`src/rtl/imem_loader_if.sv`:
```
// Byte-stream and instruction-memory signal bundle for the IMEM loader.
// slave is the loader's view. master is the view of the block that
// drives the byte stream and control inputs.
interface imem_loader_if;
    logic        Start;
    logic [10:0] Length;
    logic        Abort;
    logic [7:0]  Byte_in;
    logic        Byte_valid;
    logic        Byte_ready;
    logic        Mem_we;
    logic [11:0] Mem_addr;
    logic [31:0] Mem_wdata;
    logic        Cpu_hold;
    logic        Busy;
    logic        Done;
    logic        Error;

    modport slave (
        input  Start, Length, Abort, Byte_in, Byte_valid,
        output Byte_ready, Mem_we, Mem_addr, Mem_wdata,
               Cpu_hold, Busy, Done, Error
    );

    modport master (
        output Start, Length, Abort, Byte_in, Byte_valid,
        input  Byte_ready, Mem_we, Mem_addr, Mem_wdata,
               Cpu_hold, Busy, Done, Error
    );
endinterface

```
`src/rtl/imem_loader.sv`:
```
// Instruction-memory loader: assembles a byte stream into 32-bit words and
// writes them to sequential word-aligned addresses while holding the CPU.
module imem_loader #(
    parameter int WORDS      = 1024,
    parameter bit BIG_ENDIAN = 1'b1
) (
    input  logic clk,
    input  logic rst_n,
    imem_loader_if.slave bus
);

    typedef enum logic [1:0] {
        S_IDLE  = 2'd0,
        S_RECV  = 2'd1,
        S_WRITE = 2'd2,
        S_DONE  = 2'd3
    } state_t;

    localparam logic [11:0] LP_WORDS = 12'(WORDS);

    state_t      r_state;
    logic [10:0] r_len;
    logic [10:0] r_idx;
    logic [1:0]  r_cnt;
    logic [31:0] r_word;
    logic [31:0] r_wdata;
    logic [11:0] r_addr;
    logic        r_ready;
    logic        r_we;
    logic        r_busy;
    logic        r_done;
    logic        r_err;

    logic [31:0] w_word;
    logic [10:0] w_idx_next;
    logic        w_bad_len;
    logic        w_accept;

    // Word being assembled with the incoming byte placed per byte order.
    always_comb begin
        w_word = r_word;
        if (BIG_ENDIAN) begin
            w_word = {r_word[23:0], bus.Byte_in};
        end else begin
            w_word = {bus.Byte_in, r_word[31:8]};
        end
    end

    assign w_idx_next = r_idx + 11'd1;
    assign w_bad_len  = (bus.Length == 11'd0) || ({1'b0, bus.Length} > LP_WORDS);
    assign w_accept   = bus.Byte_valid && r_ready;

    // Loader FSM; every output flag is registered alongside the state.
    always_ff @(posedge clk or negedge rst_n) begin
        if (!rst_n) begin
            r_state <= S_IDLE;
            r_len   <= '0;
            r_idx   <= '0;
            r_cnt   <= '0;
            r_word  <= '0;
            r_wdata <= '0;
            r_addr  <= '0;
            r_ready <= 1'b0;
            r_we    <= 1'b0;
            r_busy  <= 1'b0;
            r_done  <= 1'b0;
            r_err   <= 1'b0;
        end else begin
            case (r_state)
                S_IDLE: begin
                    if (bus.Start) begin
                        if (w_bad_len) begin
                            r_err   <= 1'b1;
                            r_done  <= 1'b1;
                            r_state <= S_DONE;
                        end else begin
                            r_err   <= 1'b0;
                            r_len   <= bus.Length;
                            r_idx   <= '0;
                            r_cnt   <= '0;
                            r_ready <= 1'b1;
                            r_busy  <= 1'b1;
                            r_state <= S_RECV;
                        end
                    end
                end
                S_RECV: begin
                    if (bus.Abort) begin
                        r_cnt   <= '0;
                        r_ready <= 1'b0;
                        r_busy  <= 1'b0;
                        r_err   <= 1'b1;
                        r_state <= S_IDLE;
                    end else if (w_accept) begin
                        r_word <= w_word;
                        r_cnt  <= r_cnt + 2'd1;
                        if (r_cnt == 2'd3) begin
                            r_wdata <= w_word;
                            r_addr  <= {r_idx[9:0], 2'b00};
                            r_we    <= 1'b1;
                            r_ready <= 1'b0;
                            r_state <= S_WRITE;
                        end
                    end
                end
                S_WRITE: begin
                    r_we <= 1'b0;
                    if (bus.Abort) begin
                        r_cnt   <= '0;
                        r_busy  <= 1'b0;
                        r_err   <= 1'b1;
                        r_state <= S_IDLE;
                    end else begin
                        r_idx <= w_idx_next;
                        if (w_idx_next == r_len) begin
                            r_busy  <= 1'b0;
                            r_done  <= 1'b1;
                            r_state <= S_DONE;
                        end else begin
                            r_ready <= 1'b1;
                            r_state <= S_RECV;
                        end
                    end
                end
                default: begin
                    r_done  <= 1'b0;
                    r_state <= S_IDLE;
                end
            endcase
        end
    end

    // Abort must kill the write strobe in the same cycle it is raised.
    assign bus.Mem_we     = r_we & ~bus.Abort;
    assign bus.Byte_ready = r_ready;
    assign bus.Mem_addr   = r_addr;
    assign bus.Mem_wdata  = r_wdata;
    assign bus.Busy       = r_busy;
    assign bus.Cpu_hold   = r_busy;
    assign bus.Done       = r_done;
    assign bus.Error      = r_err;

endmodule

```
`src/flat_wrapper.sv`:
```
// flat-port wrapper written by rule: the top's interface ports become plain ports
module imem_loader_flat 
#(
    parameter int WORDS      = 1024,
    parameter bit BIG_ENDIAN = 1'b1
)
  (clk, rst_n, bus_Start, bus_Length, bus_Abort, bus_Byte_in, bus_Byte_valid, bus_Byte_ready, bus_Mem_we, bus_Mem_addr, bus_Mem_wdata, bus_Cpu_hold, bus_Busy, bus_Done, bus_Error);
  imem_loader_if bus_i ();
  input  logic clk;
  input  logic rst_n;
  input wire logic [$bits(bus_i.Start)-1:0] bus_Start;
  input wire logic [$bits(bus_i.Length)-1:0] bus_Length;
  input wire logic [$bits(bus_i.Abort)-1:0] bus_Abort;
  input wire logic [$bits(bus_i.Byte_in)-1:0] bus_Byte_in;
  input wire logic [$bits(bus_i.Byte_valid)-1:0] bus_Byte_valid;
  output wire logic [$bits(bus_i.Byte_ready)-1:0] bus_Byte_ready;
  output wire logic [$bits(bus_i.Mem_we)-1:0] bus_Mem_we;
  output wire logic [$bits(bus_i.Mem_addr)-1:0] bus_Mem_addr;
  output wire logic [$bits(bus_i.Mem_wdata)-1:0] bus_Mem_wdata;
  output wire logic [$bits(bus_i.Cpu_hold)-1:0] bus_Cpu_hold;
  output wire logic [$bits(bus_i.Busy)-1:0] bus_Busy;
  output wire logic [$bits(bus_i.Done)-1:0] bus_Done;
  output wire logic [$bits(bus_i.Error)-1:0] bus_Error;
  assign bus_i.Start = bus_Start;
  assign bus_i.Length = bus_Length;
  assign bus_i.Abort = bus_Abort;
  assign bus_i.Byte_in = bus_Byte_in;
  assign bus_i.Byte_valid = bus_Byte_valid;
  assign bus_Byte_ready = bus_i.Byte_ready;
  assign bus_Mem_we = bus_i.Mem_we;
  assign bus_Mem_addr = bus_i.Mem_addr;
  assign bus_Mem_wdata = bus_i.Mem_wdata;
  assign bus_Cpu_hold = bus_i.Cpu_hold;
  assign bus_Busy = bus_i.Busy;
  assign bus_Done = bus_i.Done;
  assign bus_Error = bus_i.Error;
  imem_loader #(.WORDS(WORDS), .BIG_ENDIAN(BIG_ENDIAN)) u_core (.clk(clk), .rst_n(rst_n), .bus(bus_i));
endmodule
```
`config.mk`:
```
export PLATFORM = sky130hd
export DESIGN_NAME = imem_loader_flat
export DESIGN_NICKNAME = d
export VERILOG_FILES = /design/src/rtl/imem_loader_if.sv /design/src/rtl/imem_loader.sv /design/src/flat_wrapper.sv
export SDC_FILE = /design/constraint.sdc
export NUM_CORES = 1
export LEC_CHECK = 0
export ABC_AREA = 1
export BUFFER_PORTS_ARGS = -buffer_cell sky130_fd_sc_hd__buf_4
export CORE_UTILIZATION = 43
export CTS_CLUSTER_SIZE = 28
export DETAILED_ROUTE_END_ITERATION = 8
export SLEW_MARGIN = 0
export SYNTH_ARGS = -nofsm -noshare
export SYNTH_HDL_FRONTEND = slang
export SYNTH_SLANG_ARGS = --single-unit
export TNS_END_PERCENT = 1
```
`constraint.sdc`:
```
create_clock -name clk -period 3.16 [get_ports clk]
set_input_delay 0.316 -clock clk [delete_from_list [all_inputs] [get_ports clk]]
set_output_delay 0.316 -clock clk [all_outputs]
set_load 0.01 [all_outputs]
```
# [Yosys cells after proc, flatten, opt, wreduce, memory -nomap -nowiden]
# Cells that the tools add are included.
[totals] ff_bits=97 inputBits=24
[op_classes] add_sub_neg=2 magnitude_cmp=1 n_eq_ne=19 mux=43 n_bitwise=4 n_reduce_logical=20
[op_table] cell="11-bit two-way mux" count=3
[op_table] cell="2-bit two-way mux" count=12
[op_table] cell="11-bit one-hot mux with 2 select lines" count=1
[op_table] cell="1-bit two-way mux" count=20
[op_table] cell="5-bit AND reduction" count=3
[op_table] cell="2-bit != test (second input constant)" count=7
[op_table] cell="2-bit one-hot mux with 3 select lines" count=2
[op_table] cell="3-bit AND reduction" count=4
[op_table] cell="4-bit AND reduction" count=3
[op_table] cell="11-bit by 1-bit adder with 11-bit output (second input constant)" count=1
[op_table] cell="11-bit equality test" count=1
[op_table] cell="11-bit > comparator (second input constant)" count=1
[op_table] cell="11-bit zero test" count=1
[op_table] cell="2-bit by 1-bit != test with 1-bit output (second input constant)" count=5
[op_table] cell="3-bit by 2-bit != test with 1-bit output (second input constant)" count=3
[op_table] cell="1-bit one-hot mux with 3 select lines" count=3
[op_table] cell="7-bit AND reduction" count=1
[op_table] cell="2-bit nonzero test" count=3
[op_table] cell="2-bit equality test (second input constant)" count=2
[op_table] cell="1-bit one-hot mux with 2 select lines" count=2
[op_table] cell="1-bit inverter" count=3
[op_table] cell="3-bit nonzero test" count=1
[op_table] cell="2-bit by 1-bit adder with 2-bit output (second input constant)" count=1
[op_table] cell="2-bit by 1-bit equality test with 1-bit output (second input constant)" count=1
[op_table] cell="other kinds (5)" count=5

# [Logic depth before layout (Yosys ltp)]
[logic_depth] word_depth=5 mapped_depth=15 mapped_depth_nobuf=15

# [Least setup slack after synthesis]
# Ideal clock, no wire load.
[synth_path] path_kind="register to register" from="register u_core.r_state[1]" to="register u_core.r_wdata[24] (netlist: u_core.bus.Mem_wdata[24])" setup_time_ns=0.128 arrival_ns=1.612 slack_ns=1.421 stages_incl_launch_ff=10 n_path_buf=1 cell_sequence="dfrtp_1 inv_1 ha_1 inv_1 nor2_2 inv_1 nor2_4 nand2_2 buf_2 mux2_1"
[synth_between] elab_chain_cells=2
[synth_lines] element="start, declared" line_no="imem_loader.sv:21" source="state_t r_state;"
[synth_lines] element="start signal, assigned" line_no="imem_loader.sv:56" source="r_state <= S_IDLE;"
[synth_lines] element="start signal, assigned" line_no="imem_loader.sv:75" source="r_state <= S_DONE;"
[synth_lines] element="start signal, assigned" line_no="imem_loader.sv:83" source="r_state <= S_RECV;"
[synth_lines] element="2-bit by 1-bit equality test with 1-bit output" line_no="imem_loader.sv:69" source="case (r_state)"
[synth_lines] element="4-bit AND reduction (no source line)"
[synth_lines] element="end signal, assigned" line_no="imem_loader.sv:98" source="r_wdata <= w_word;"
[synth_lines] element="end, declared" line_no="imem_loader.sv:26" source="logic [31:0] r_wdata;"
# Every way passes these cells.
# A chain may end at the register's enable or synchronous reset.

# [Final worst setup path]
[layout_path] from="register u_core.r_state[1]" to="register u_core.r_word[14]"
[layout_between] elab_chain_cells=2
[layout_lines] element="2-bit by 1-bit equality test with 1-bit output" line_no="imem_loader.sv:69"
[layout_lines] element="3-bit AND reduction (no source line)"
[layout_lines] element="end signal, assigned" line_no="imem_loader.sv:95" source="r_word <= w_word;"
[layout_lines] element="end, declared" line_no="imem_loader.sv:25" source="logic [31:0] r_word;"
# Every way passes these cells.

==> summary.log <==
INFO  run_status     status=finished, violations left
INFO  run_status     violated_checks=hold timing
INFO  cts            cts_inserted_buffers=9
INFO  synthesis      yosys.area_share.xor_xnor=0.594%
INFO  global_route   grt_max_degree=58
INFO  layout         mostFrequentLayoutCell=sky130_fd_sc_hd__nand2_1
INFO  worst_setup_path worstPathMaxFanout=41
INFO  routing        postRouteWirelength=9780um
INFO  die            die_y=103um
INFO  routing        wl_met3=418um
INFO  synthesis      netlist_instances=514
INFO  worst_setup_path crit_type=reg -> reg
INFO  die            top_level_ports=74
INFO  power_and_ir_drop power.static_leakage=2.67nW
INFO  synthesis      synth-compound-area-share=9.39%
INFO  synthesis      synth-adder-area-share=1.70%
INFO  layout         antenna_cells=0
INFO  global_route   grt_first_pass_wirelength=16200um
INFO  routing        remaining_design_rule_violation_count=0
INFO  worst_setup_path critical_path_arrival=2.45ns
INFO  placed_design  gp_congestion=0.834
INFO  power_and_ir_drop power.density=665nW/um^2
INFO  power_and_ir_drop net-switching-power=1.26mW
INFO  synthesis      yosysWarnings=0
INFO  cts            post_cts_setup_buffer_count=0
INFO  worst_setup_path critical_path.top_delay_family=buffers and inverters
INFO  layout         most-common-layout-cells=sky130_fd_sc_hd__nand2_1 (150), sky130_fd_sc_hd__dfrtp_1 (97), sky130_fd_sc_hd__o21ai_0 (75), sky130_fd_sc_hd__buf_4 (75), sky130_fd_sc_hd__inv_1 (58)
INFO  worst_setup_path crit_path_max_incr_delay=0.43ns
INFO  routing        overall_via_count_from_detail_route=3533
INFO  sta            final_min_period_over_clock_period=70.1%
INFO  power_and_ir_drop p_seq_share=47.4%
INFO  routing        topRoutingLayerUsed=met4
INFO  synthesis      synth.lib_cells_used.distinct=29
INFO  sta            final_setup_skew=0.0160ns
INFO  cts            path_clk_slew=0.10ns
INFO  worst_setup_path crit_path_cell_chain=inv_1 > ha_1 > inv_1 > nor2_2 > inv_1 > nor2_4 > buf_4 > clkinv_1 > nand2_1 > o21ai_0
INFO  synthesis      synth_simple_gate_area_share=22.3%
INFO  routing        detail_route.iter0.violations=140
INFO  routing        met2RoutedLength=4450um
INFO  layout         filler_cell_count=953
INFO  worst_hold_path worst_hold_path_type=in -> async
INFO  worst_setup_path startpoint_type_of_the_worst_setup_path=flop
INFO  layout         areaGrowthSynthToFinish=19.9%
INFO  synthesis      synth_sequential_area_ratio=54.9%
INFO  global_route   grtUsageTotal=20.0%
INFO  synthesis      synth.mux.area_fraction=4.07%
INFO  worst_setup_path reg2reg_to=u_core.r_word[14]$_DFFE_PN0P_
INFO  global_route   vias_in_the_first_global_route=3393
INFO  sta            tightest_slew=0.662ns
INFO  placed_design  numPortBuffers=71
INFO  power_and_ir_drop internal_power=2.27mW
INFO  cts            htree_levels=3
INFO  layout         nets=614
INFO  cts            clock_latency=0.37ns
INFO  worst_setup_path r2r_setup_slack=0.94ns
INFO  synthesis      synthesis.area_per_instance=8.60squm
INFO  cts            cts_tree=yes
INFO  worst_setup_path critical_path.endpoint_type=flop
INFO  layout         layout-drive-gt1-share=20.7%
INFO  die            die_width=103um
INFO  synthesis      number_of_storage_elements_in_the_synthesis_netlist=97
INFO  worst_setup_path endpoint=u_core.r_word[14]$_DFFE_PN0P_
INFO  routing        routed_wirelength_normalized_by_instance_count=13.5um
INFO  global_route   globalRoute.totalOverflow=0
INFO  sta            report.final.hold_viol_count=40
INFO  sta            whs=-0.0311ns
INFO  worst_setup_path path_common_cell=sky130_fd_sc_hd__inv_1
INFO  sta            unrepaired_setup_endpoints_after_global_routing=no
INFO  worst_setup_path r2r_start=u_core.r_state[1]$_DFFE_PN0P_
INFO  placed_design  dp_hpwl=7100um
INFO  cts            max-clock-path-buffers=2
INFO  cts            cts_hold_repair.buffers=0
INFO  routing        via_per_inst=4.89
INFO  global_route   grt_antenna_before_repair=0
INFO  worst_setup_path crit_cells=10
INFO  placed_design  place_ws=1.05ns
INFO  routing        detail_route.first_pass.iterations=6
INFO  die            placeableCoreArea=9860squm
INFO  sta            max_slew_margin=55.9%
INFO  worst_setup_path cp.required=3.40ns
INFO  sta            maximum_achievable_frequency=451MHz
INFO  synthesis      syn-cell-area=4420squm
INFO  worst_setup_path setup.worst_path.start=u_core.r_state[1]$_DFFE_PN0P_
INFO  sta            finalSetupViolations=0
INFO  routing        ant_nets=0
INFO  worst_setup_path r2r_cells=10
INFO  routing        wl_met1=4740um
INFO  power_and_ir_drop power.combinational.fraction=28.2%
INFO  sta            max_slew_violation_count=0
INFO  sta            setup_total_negative_slack=0ns
INFO  die            row_count=36
INFO  worst_setup_path timing.critical_path.buf_inv=5
INFO  die            initial_core_utilization=44.8%
INFO  synthesis      dominant_combinational_cell_family_by_area_after_synthesis=simple AND/OR/NAND/NOR gates
INFO  power_and_ir_drop switching_share=35.7%
INFO  sta            worst_slack=0.945ns
INFO  cts            clock_sinks=97
INFO  job            timing.max_cap.violations=0
INFO  die            die_area=10700squm
INFO  cts            post_cts_resize_count=0
INFO  worst_setup_path slowest_stage=sky130_fd_sc_hd__dfrtp_1
INFO  power_and_ir_drop power=3.52mW
INFO  power_and_ir_drop power.ir.vdd_worst=316uV
INFO  sta            period_needed=2.22ns
INFO  cts            library_cell_used_as_clock_root_buffer=sky130_fd_sc_hd__clkbuf_8
INFO  power_and_ir_drop share_clk_of_total_power=24.4%
## area by class of cell
class | count | area, sq um | share of cell area [%]
sequential | 97 | 2430 | 45.8
tap | 133 | 166 | 3.14
multi-input combinational | 340 | 1690 | 31.9
clock inverter | 6 | 72.6 | 1.37
timing repair buffer | 76 | 583 | 11.0
clock buffer | 10 | 138 | 2.60
inverter | 60 | 225 | 4.25
## routing by layer
metal / vias to the layer above / track usage [%]
met2: 85 / 30.8
li1: 1769 / -
met4: 0 / 7.58
met3: 14 / 3.16
met1: 1665 / 28.4
met5: - / 0
## worst min path at each step
stage	from	to	slack, ns	cells past startpoint
CTS	rst_n	u_core.bus.Busy$_DFFE_PN0P_	0.001	1
floorplan	rst_n	u_core.bus.Busy$_DFFE_PN0P_	0.02	0
global route	rst_n	u_core.r_state[0]$_DFFE_PN0P_	0.02	1
detailed placement	rst_n	u_core.bus.Busy$_DFFE_PN0P_	0.40	1
global placement	rst_n	u_core.bus.Busy$_DFFE_PN0P_	0.40	1
finish	rst_n	u_core.bus.Busy$_DFFE_PN0P_	-0.03	1
## cell families (layout without fill, tap and decap cells)
family                     count (synthesis)  in the layout
DFF                                       97             97
xor gates and xnor gates                   3              3
muxes                                     16             16
and+or+nand+nor                          231            231
AOI/OAI and AO/OA                         82             82
other                                      1              2
buffers and inverters                     78            152
adders and majority gates                  6              6
## Yosys cell counts
master                     count  share of area, %
sky130_fd_sc_hd__nand2_1     150                13
sky130_fd_sc_hd__dfrtp_1      97                55
sky130_fd_sc_hd__o21ai_0      75               8.5
sky130_fd_sc_hd__inv_1        58               4.9
sky130_fd_sc_hd__nand3_1      36               4.1
sky130_fd_sc_hd__nor2_1       25               2.1
sky130_fd_sc_hd__mux2_2       15               3.8
sky130_fd_sc_hd__clkbuf_1      9              0.76
sky130_fd_sc_hd__ha_1          6               1.7
sky130_fd_sc_hd__a21oi_1       5              0.57
sky130_fd_sc_hd__nand2_2       5              0.71
sky130_fd_sc_hd__nor2_2        5              0.71
sky130_fd_sc_hd__buf_2         4              0.45
sky130_fd_sc_hd__buf_4         3              0.51
sky130_fd_sc_hd__nand4_1       3              0.42
sky130_fd_sc_hd__buf_1         2              0.17
sky130_fd_sc_hd__nand3b_1      2              0.34
sky130_fd_sc_hd__nor2_4        2              0.51
sky130_fd_sc_hd__xnor2_1       2              0.40
sky130_fd_sc_hd__a211oi_1      1              0.17
sky130_fd_sc_hd__clkinv_1      1             0.085
sky130_fd_sc_hd__conb_1        1             0.085
sky130_fd_sc_hd__inv_2         1             0.085
sky130_fd_sc_hd__mux2_1        1              0.25
sky130_fd_sc_hd__nand2b_4      1              0.31
sky130_fd_sc_hd__nand3_2       1              0.23
sky130_fd_sc_hd__nor3_1        1              0.11
sky130_fd_sc_hd__o21bai_1      1              0.17
sky130_fd_sc_hd__xor2_1        1              0.20
## state kept, by name (all words and copies together), names as in the netlist
signal,count
u_core.r_len,11
u_core.bus.Byte_ready,1
u_core.bus.Error,1
u_core.bus.Mem_addr,10
u_core.r_we,1
u_core.r_state,2
u_core.r_idx,11
u_core.r_word,24
u_core.bus.Busy,1
u_core.bus.Mem_wdata,32
u_core.bus.Done,1
u_core.r_cnt,2
## through the flow
stage	utilization (%)	area, sq um	std cells	hold slack [ns]
6_report	53.7	5300	722	-0.0311
5_1_grt	53.7	5300	722	0.0238
4_1_cts	53.7	5300	722	0.00123
3_5_place_dp	51.6	5090	706	0.404
3_3_place_gp	51.6	5090	706	0.401
2_1_floorplan	-	4430	515	0.0204
## power by group through the flow
stage	logic (mW)	clock network (mW)	registers, mW
4_1_cts	0.998	0.875	1.67
5_1_grt	1.14	0.921	1.71
3_3_place_gp	0.972	0	1.69
6_report	0.994	0.860	1.67
3_5_place_dp	0.987	0	1.70
2_1_floorplan	0.710	0	1.65
(Power assumes the default switching activity.)
